**config.mk**
```make
export PLATFORM = sky130hd
export DESIGN_NAME = uart_tx_ctrl
export DESIGN_NICKNAME = d
export VERILOG_FILES = /design/src/rtl/regs_pkg.sv /design/src/rtl/uart_tx_pkg.sv /design/src/rtl/uart_baud_gen.sv /design/src/rtl/uart_tx_ctrl.sv
export SDC_FILE = /design/constraint.sdc
export NUM_CORES = 1
export LEC_CHECK = 0
export CORE_MARGIN = 3
export CORE_UTILIZATION = 49
export CTS_CLUSTER_DIAMETER = 200
export DETAILED_ROUTE_END_ITERATION = 7
export GPL_TIMING_DRIVEN = 1
export PLACE_DENSITY = 0.76
export SLEW_MARGIN = 15
export SYNTH_ARGS = -nofsm -noshare
export SYNTH_HDL_FRONTEND = slang
export SYNTH_SLANG_ARGS = --single-unit
```
**constraint.sdc**
```tcl
create_clock -name clk -period 1.9 [get_ports clk]
set_input_delay 0.38 -clock clk [delete_from_list [all_inputs] [get_ports clk]]
set_output_delay 0.38 -clock clk [all_outputs]
set_load 0.05 [all_outputs]
```
**src/rtl/regs_pkg.sv**
```systemverilog
// Register-block field widths shared by the UART peripheral.
package regs_pkg;

  localparam int unsigned CTRL_BAUD_WIDTH  = 2;
  localparam int unsigned LPMODE_DIV_WIDTH = 8;
  localparam int unsigned DATA_FIFO_WIDTH  = 8;

endpackage : regs_pkg

```
**src/rtl/uart_tx_pkg.sv**
```systemverilog
// Shared types and widths for the UART transmit sequencer.
package uart_tx_pkg;

  localparam int unsigned BIT_CYC_DEF  = 16;
  localparam int unsigned DATA_W       = regs_pkg::DATA_FIFO_WIDTH;
  localparam int unsigned BAUD_W       = regs_pkg::CTRL_BAUD_WIDTH;
  localparam int unsigned DIV_W        = regs_pkg::LPMODE_DIV_WIDTH;
  localparam int unsigned BAUD_SHIFT_W = $clog2(BIT_CYC_DEF);
  localparam int unsigned BITCNT_W     = $clog2(DATA_W);

  typedef enum logic [2:0] {
    ST_IDLE   = 3'd0,
    ST_LOAD   = 3'd1,
    ST_START  = 3'd2,
    ST_DATA   = 3'd3,
    ST_PARITY = 3'd4,
    ST_STOP   = 3'd5
  } state_t;

  // Bit-timing configuration captured once per frame.
  typedef struct packed {
    logic [BAUD_W-1:0] baud;
    logic              en;
    logic [DIV_W-1:0]  div;
  } timing_cfg_t;

endpackage : uart_tx_pkg

```
**src/rtl/uart_baud_gen.sv**
```systemverilog
// Bit-period generator: (div+1) prescaler feeding a (BIT_CYC>>baud) cycle counter.
// bit_end_c_o is combinational and marks the last clock of each bit period.
module uart_baud_gen
  import uart_tx_pkg::*;
#(
  parameter int unsigned BIT_CYC = BIT_CYC_DEF
) (
  input  logic        clk,
  input  logic        rst_n,
  input  logic        restart_i,
  input  timing_cfg_t cfg_i,
  output logic        bit_end_c_o
);

  localparam int unsigned CYC_W = $clog2(BIT_CYC);

  logic [DIV_W-1:0] pre_q;
  logic [CYC_W-1:0] cyc_q;
  logic [CYC_W-1:0] cyc_max;
  logic             pre_last;

  // Terminal counts for the current configuration.
  always_comb begin
    cyc_max     = CYC_W'((32'(BIT_CYC) >> cfg_i.baud) - 32'd1);
    pre_last    = !cfg_i.en || (pre_q == cfg_i.div);
    bit_end_c_o = pre_last && (cyc_q == cyc_max);
  end

  // Prescaler and bit-period counters; restart keeps every frame phase-aligned.
  always_ff @(posedge clk or negedge rst_n) begin
    if (!rst_n) begin
      pre_q <= '0;
      cyc_q <= '0;
    end else if (restart_i) begin
      pre_q <= '0;
      cyc_q <= '0;
    end else if (pre_last) begin
      pre_q <= '0;
      cyc_q <= (cyc_q == cyc_max) ? '0 : cyc_q + CYC_W'(1);
    end else begin
      pre_q <= pre_q + DIV_W'(1);
    end
  end

endmodule : uart_baud_gen

```
**src/rtl/uart_tx_ctrl.sv**
```systemverilog
// UART transmit sequencer: drains the TX FIFO and serialises 8N1 frames.
// Optional feature macro UART_TX_PARITY_EN adds a parity bit (8E1/8O1) and parity_odd_i.
module uart_tx_ctrl
  import uart_tx_pkg::*;
#(
  parameter int unsigned BIT_CYC = BIT_CYC_DEF
) (
  input  logic              clk,
  input  logic              rst_n,
  input  logic [BAUD_W-1:0] ctrl_baud_i,
  input  logic              ctrl_txen_i,
  input  logic              ctrl_txst_i,
  input  logic              lpmode_en_i,
  input  logic [DIV_W-1:0]  lpmode_div_i,
  input  logic              fifo_empty_i,
  input  logic [DATA_W-1:0] fifo_data_i,
`ifdef UART_TX_PARITY_EN
  input  logic              parity_odd_i,
`endif
  output logic              fifo_rd_o,
  output logic              tx_o,
  output logic              stat_busy_o,
  output logic              intstat_tx_o
);

  state_t              state_q;
  logic [DATA_W-1:0]   shreg_q;
  logic [BITCNT_W-1:0] bitcnt_q;
  timing_cfg_t         cfg_q;
  logic                tx_q;
  logic                rd_q;
  logic                busy_q;
  logic                irq_q;
`ifdef UART_TX_PARITY_EN
  logic                par_q;
`endif
  logic                restart;
  logic                bit_end;

  // Timing counters sit at zero until the first START cycle of each frame.
  always_comb begin
    restart = (state_q == ST_IDLE) || (state_q == ST_LOAD);
  end

  uart_baud_gen #(
    .BIT_CYC (BIT_CYC)
  ) u_baud_gen (
    .clk         (clk),
    .rst_n       (rst_n),
    .restart_i   (restart),
    .cfg_i       (cfg_q),
    .bit_end_c_o (bit_end)
  );

  // Frame sequencer with registered line, pop, busy and interrupt outputs.
  always_ff @(posedge clk or negedge rst_n) begin
    if (!rst_n) begin
      state_q  <= ST_IDLE;
      shreg_q  <= '0;
      bitcnt_q <= '0;
      cfg_q    <= '0;
      tx_q     <= 1'b1;
      rd_q     <= 1'b0;
      busy_q   <= 1'b0;
      irq_q    <= 1'b0;
`ifdef UART_TX_PARITY_EN
      par_q    <= 1'b0;
`endif
    end else begin
      rd_q  <= 1'b0;
      irq_q <= 1'b0;
      case (state_q)
        ST_IDLE: begin
          tx_q <= 1'b1;
          if (ctrl_txst_i && ctrl_txen_i && !fifo_empty_i) begin
            state_q <= ST_LOAD;
            rd_q    <= 1'b1;
            busy_q  <= 1'b1;
          end
        end
        ST_LOAD: begin
          shreg_q    <= fifo_data_i;
          cfg_q.baud <= ctrl_baud_i;
          cfg_q.en   <= lpmode_en_i;
          cfg_q.div  <= lpmode_div_i;
`ifdef UART_TX_PARITY_EN
          par_q      <= (^fifo_data_i) ^ parity_odd_i;
`endif
          bitcnt_q   <= '0;
          tx_q       <= 1'b0;
          state_q    <= ST_START;
        end
        ST_START: begin
          if (bit_end) begin
            tx_q    <= shreg_q[0];
            shreg_q <= {1'b0, shreg_q[DATA_W-1:1]};
            state_q <= ST_DATA;
          end
        end
        ST_DATA: begin
          if (bit_end) begin
            if (bitcnt_q == BITCNT_W'(DATA_W - 1)) begin
`ifdef UART_TX_PARITY_EN
              tx_q    <= par_q;
              state_q <= ST_PARITY;
`else
              tx_q    <= 1'b1;
              state_q <= ST_STOP;
`endif
            end else begin
              bitcnt_q <= bitcnt_q + BITCNT_W'(1);
              tx_q     <= shreg_q[0];
              shreg_q  <= {1'b0, shreg_q[DATA_W-1:1]};
            end
          end
        end
`ifdef UART_TX_PARITY_EN
        ST_PARITY: begin
          if (bit_end) begin
            tx_q    <= 1'b1;
            state_q <= ST_STOP;
          end
        end
`endif
        ST_STOP: begin
          if (bit_end) begin
            if (ctrl_txen_i && !fifo_empty_i) begin
              state_q <= ST_LOAD;
              rd_q    <= 1'b1;
            end else begin
              state_q <= ST_IDLE;
              busy_q  <= 1'b0;
              irq_q   <= 1'b1;
            end
          end
        end
        default: begin
          state_q <= ST_IDLE;
          busy_q  <= 1'b0;
          tx_q    <= 1'b1;
        end
      endcase
    end
  end

  assign tx_o         = tx_q;
  assign fifo_rd_o    = rd_q;
  assign stat_busy_o  = busy_q;
  assign intstat_tx_o = irq_q;

endmodule : uart_tx_ctrl
```
==> run summary <==
The largest net degree at the start of global routing is 22. Static timing analysis puts the maximum clock frequency at 544 MHz. Global routing consumed, on the met1 layer, 23.1% of the routing resources. STA classifies the critical path endpoint as a flip-flop.

Summing all non-filler instances in the final layout gives an area of 2560 um^2. Sequential cells were found to cover 49.9% of the synthesized design area. Between clock sinks in the finished design, the worst skew comes to 0.00475 ns. In the routed design, unresolved DRC markers number 0.

Summing over every cut layer, the via total after detailed routing is 1498. The number of flops mapped to enable cells by yosys was 0. Share of cells above drive strength 1: 19.3%.

Total clock buffers created by CTS: 5. Root buffer cell: sky130_fd_sc_hd__clkbuf_8. In this run the cell area of the synthesized design comes to 2060 um^2. The slew at the pin closest to its max-slew limit came out at 0.487 ns. The wire length reported by the detailed router is 3.82 mm. Summed over all layers, the global routing overflow is 0. Setup violations remaining at the end of the flow were counted as 0. For the static leakage, the log shows 1.21 nW. Of all cell types, the one taking the most synthesized area is sky130_fd_sc_hd__dfrtp_1. The average instance in the mapped netlist occupies 10.3 um^2.

The proportion of netlist area held by the largest area contributor was 48.6%; the initial core utilization was 53.4%. After synthesis, the share of flip-flops with an asynchronous set or reset is 100%. For met3 alone, demand over resource in global routing was 3.41%.

The largest fanout on the critical path is 9, and the post-layout total power is 2.51 mW. Across the VDD grid, the largest voltage drop is 0.000706 V. Clock insertion delay at the later pin of the skew report: 0.28 ns.

Diode insertion count for antenna repair: 0. On the worst path, the slowest cell contributes a delay of 0.42 ns. The run gives 2420 um^2 as the area of placed instances. The category of the critical setup timing path was flip-flop to flip-flop.

In this run the power density over the cells is 980 nW/um^2. For the placed cell count, the log shows 277. Excluding fillers, the count of instances in the completed layout stands at 291. The run gives 0 as the number of max-slew violations in the final report.

Broken down by cell family, the worst path's largest delay share belongs to compound AO/OA/AOI/OAI gates. The floorplan has 22 rows. Across every metal layer, demand over resource in global routing totals 16.0%. In this run the most used layer during global routing was met2. After detailed routing, the average wire length per cell comes to 13.1 um. STA puts the critical path data arrival time at 2.01 ns. Synthesis instantiated 40 different standard cells from the library.

By instance count, the leading cell after synthesis is sky130_fd_sc_hd__dfrtp_1. In the synthesized netlist the dominant register cell turns out to be sky130_fd_sc_hd__dfrtp_1. Compared with the post-synthesis result, the final layout area differs by 24.4%. During placement, the flow inserted port buffers numbering 27.

For the count of endpoints failing hold in the final timing report, the log shows 0. The slowest stage of the critical path is the sky130_fd_sc_hd__dfrtp_1 cell. Counting every net in the synthesized netlist gives 228.

After the first detailed-routing iteration, the DRC count stood at 58. The logs give 2.07 ns for the required time of the worst setup path and 4 for the count of TritonRoute iterations in the first routing pass. TritonCTS built the clock tree.

The number of global-route vias before repair is 1418, and the post-layout minimum cycle time is 1.84 ns. Pin placement for this block handled 28 I/O pins. The number of buffer and inverter stages on the critical path was 0. The flow ran to the end, and the final reports show no timing, DRC or antenna violations.

Counting every sink on the clock net gives 41. Dividing the final minimum period by the clock period gives 96.7%. Setup repair after global routing could not meet its margin everywhere. Synthesis produced 200 cells.

In the synthesized netlist, the cells that appear most often are sky130_fd_sc_hd__dfrtp_1, sky130_fd_sc_hd__nand2_1, sky130_fd_sc_hd__nor2_1. The run gives 6.43 mm as the global-route wire length before repair. STA classifies the critical path startpoint as a flip-flop. The fraction of met2 tracks used by global routing was 23.9%; the final-layout setup total negative slack was 0 ns. The ratio of routed vias to standard cells works out to 5.15. The tools report the count of hold buffers inserted by post-cts repair as 0. The final-stage net count came out at 270. The min-delay analysis places its worst path in the category input pin to asynchronous set/reset pin. The run gives 3850 um^2 as the core area.

The number of buffers on the longest clock path is 2, and the number of antenna violations at the first check in global routing is 0. Routability-driven placement finished with a final weighted congestion of 0.845. The die footprint came out at 5020 um^2.

Vertical die dimension: 70.8 um. The worst-case headroom to the max-slew limit is 67.5%. The count of H-tree levels built during CTS came out at 2.

Yosys attributes the largest share of cell area to sky130_fd_sc_hd__dfrtp_1, sky130_fd_sc_hd__mux2_2, sky130_fd_sc_hd__nand2_1. The flip-flop and latch count after synthesis works out to 41. The chip width came out at 70.8 um.

Clock-pin slew was measured on the worst setup and hold paths at 0.07 ns. The detail route stage leaves a number of antenna-violating nets equal to 0. The number of max-capacitance violations reported came out at 0.

The half-perimeter wire length after detailed placement was 2.83 mm; the yosys synthesis warning count was 0. Walking the worst path, the cells encountered are xor2_1 -> nor2_1 -> a41o_1 -> and2_4 -> a21boi_4 -> mux2_2.
==> layout make-up <==
cell class,count,area [um^2]
Multi-Input combinational cell,147,983
Sequential cell,41,1030
Timing Repair Buffer,41,378
Clock buffer,8,90.1
Tap cell,48,60.1
Inverter,6,22.5
Fill cell,333,1290
==> report_power, final <==
group | total, mW | switching, mW | internal (mW)
Combinational | 0.701 | 0.335 | 0.366
Clock | 0.568 | 0.272 | 0.296
Sequential | 1.24 | 0.161 | 1.08
==> repair_timing <==
| action | in CTS | in global routing |
|---|---|---|
| setup buffers | 0 | 6 |
| endpoints found under the setup margin | 0 | 8 |
| gates resized for setup | 0 | 3 |
==> worst reg2reg max path, delay by kind of cell, from the launching register on <==
family / cells / cell delay, ns
XOR/XNOR: 1 / 0.16
AND/OR/NAND/NOR: 2 / 0.25
multiplexers: 1 / 0.37
AO/OA/AOI/OAI: 2 / 0.53
flip-flops: 1 / 0.42
==> state kept, by name, indices dropped and copies added (netlist names) <==
name	flops
cfg_q	11
state_q	3
stat_busy_o	1
u_baud_gen.cyc_q	4
shreg_q	8
u_baud_gen.pre_q	8
tx_o	1
fifo_rd_o	1
bitcnt_q	3
intstat_tx_o	1
==> worst paths after layout <==
path | cells past startpoint | slack (ns) | endpoint | startpoint
hold reg to reg | 1 | 0.49 | bitcnt_q[0] | bitcnt_q[0]
setup reg to reg | 6 | 0.06 | shreg_q[3] | u_baud_gen.pre_q[4]
max in group asynchronous | 2 | 1.30 | tx_o | rst_n
min in group clk | 1 | 0.49 | bitcnt_q[0] | bitcnt_q[0]
hold / removal | 1 | 0.05 | u_baud_gen.pre_q[7] | rst_n
setup / recovery | 6 | 0.06 | shreg_q[3] | u_baud_gen.pre_q[4]
==> placed cells by master (no fill, tap or decap), drive strengths merged, types with 2 or more instances in the layout <==
master,instances
clkbuf,8
xor2,12
ha,4
xnor2,4
nor2,22
dfrtp,40
inv,6
a21oi,6
nand2b,2
a211oi,2
a21boi,2
nor3,2
buf,17
nand2,32
nor2b,3
nand3,4
mux2i,3
nand4,4
o21ai,4
nand3b,5
and3,4
clkdlybuf4s50,24
mux2,18
==> cell families after synthesis <==
logic type / share of synthesized area [%]
mux: 11.3
buf+inv: 2.61
simple gates: 19.4
fa+ha+maj: 2.43
xor+xnor: 6.80
flops: 49.9
compound gates: 7.53
==> per-stage QoR <==
step	setup slack, ns	hold slack (ns)	utilization [%]
2_1_floorplan	0.0410	0.0844	-
3_5_place_dp	0.0540	0.373	62.8
5_1_grt	-0.0218	0.0715	66.5
4_1_cts	0.0344	0.0581	65.2
6_report	0.0631	0.0495	66.5
3_3_place_gp	0.0954	0.376	62.8
==> routing by layer <==
layer  vias to the layer above  routed length [um]
met1                       708                1890
met4                         0                  58
met2                        20                1790
met3                         5                  91
met5                         -                   0
li1                        765                   -
(Power assumes the default switching activity.)
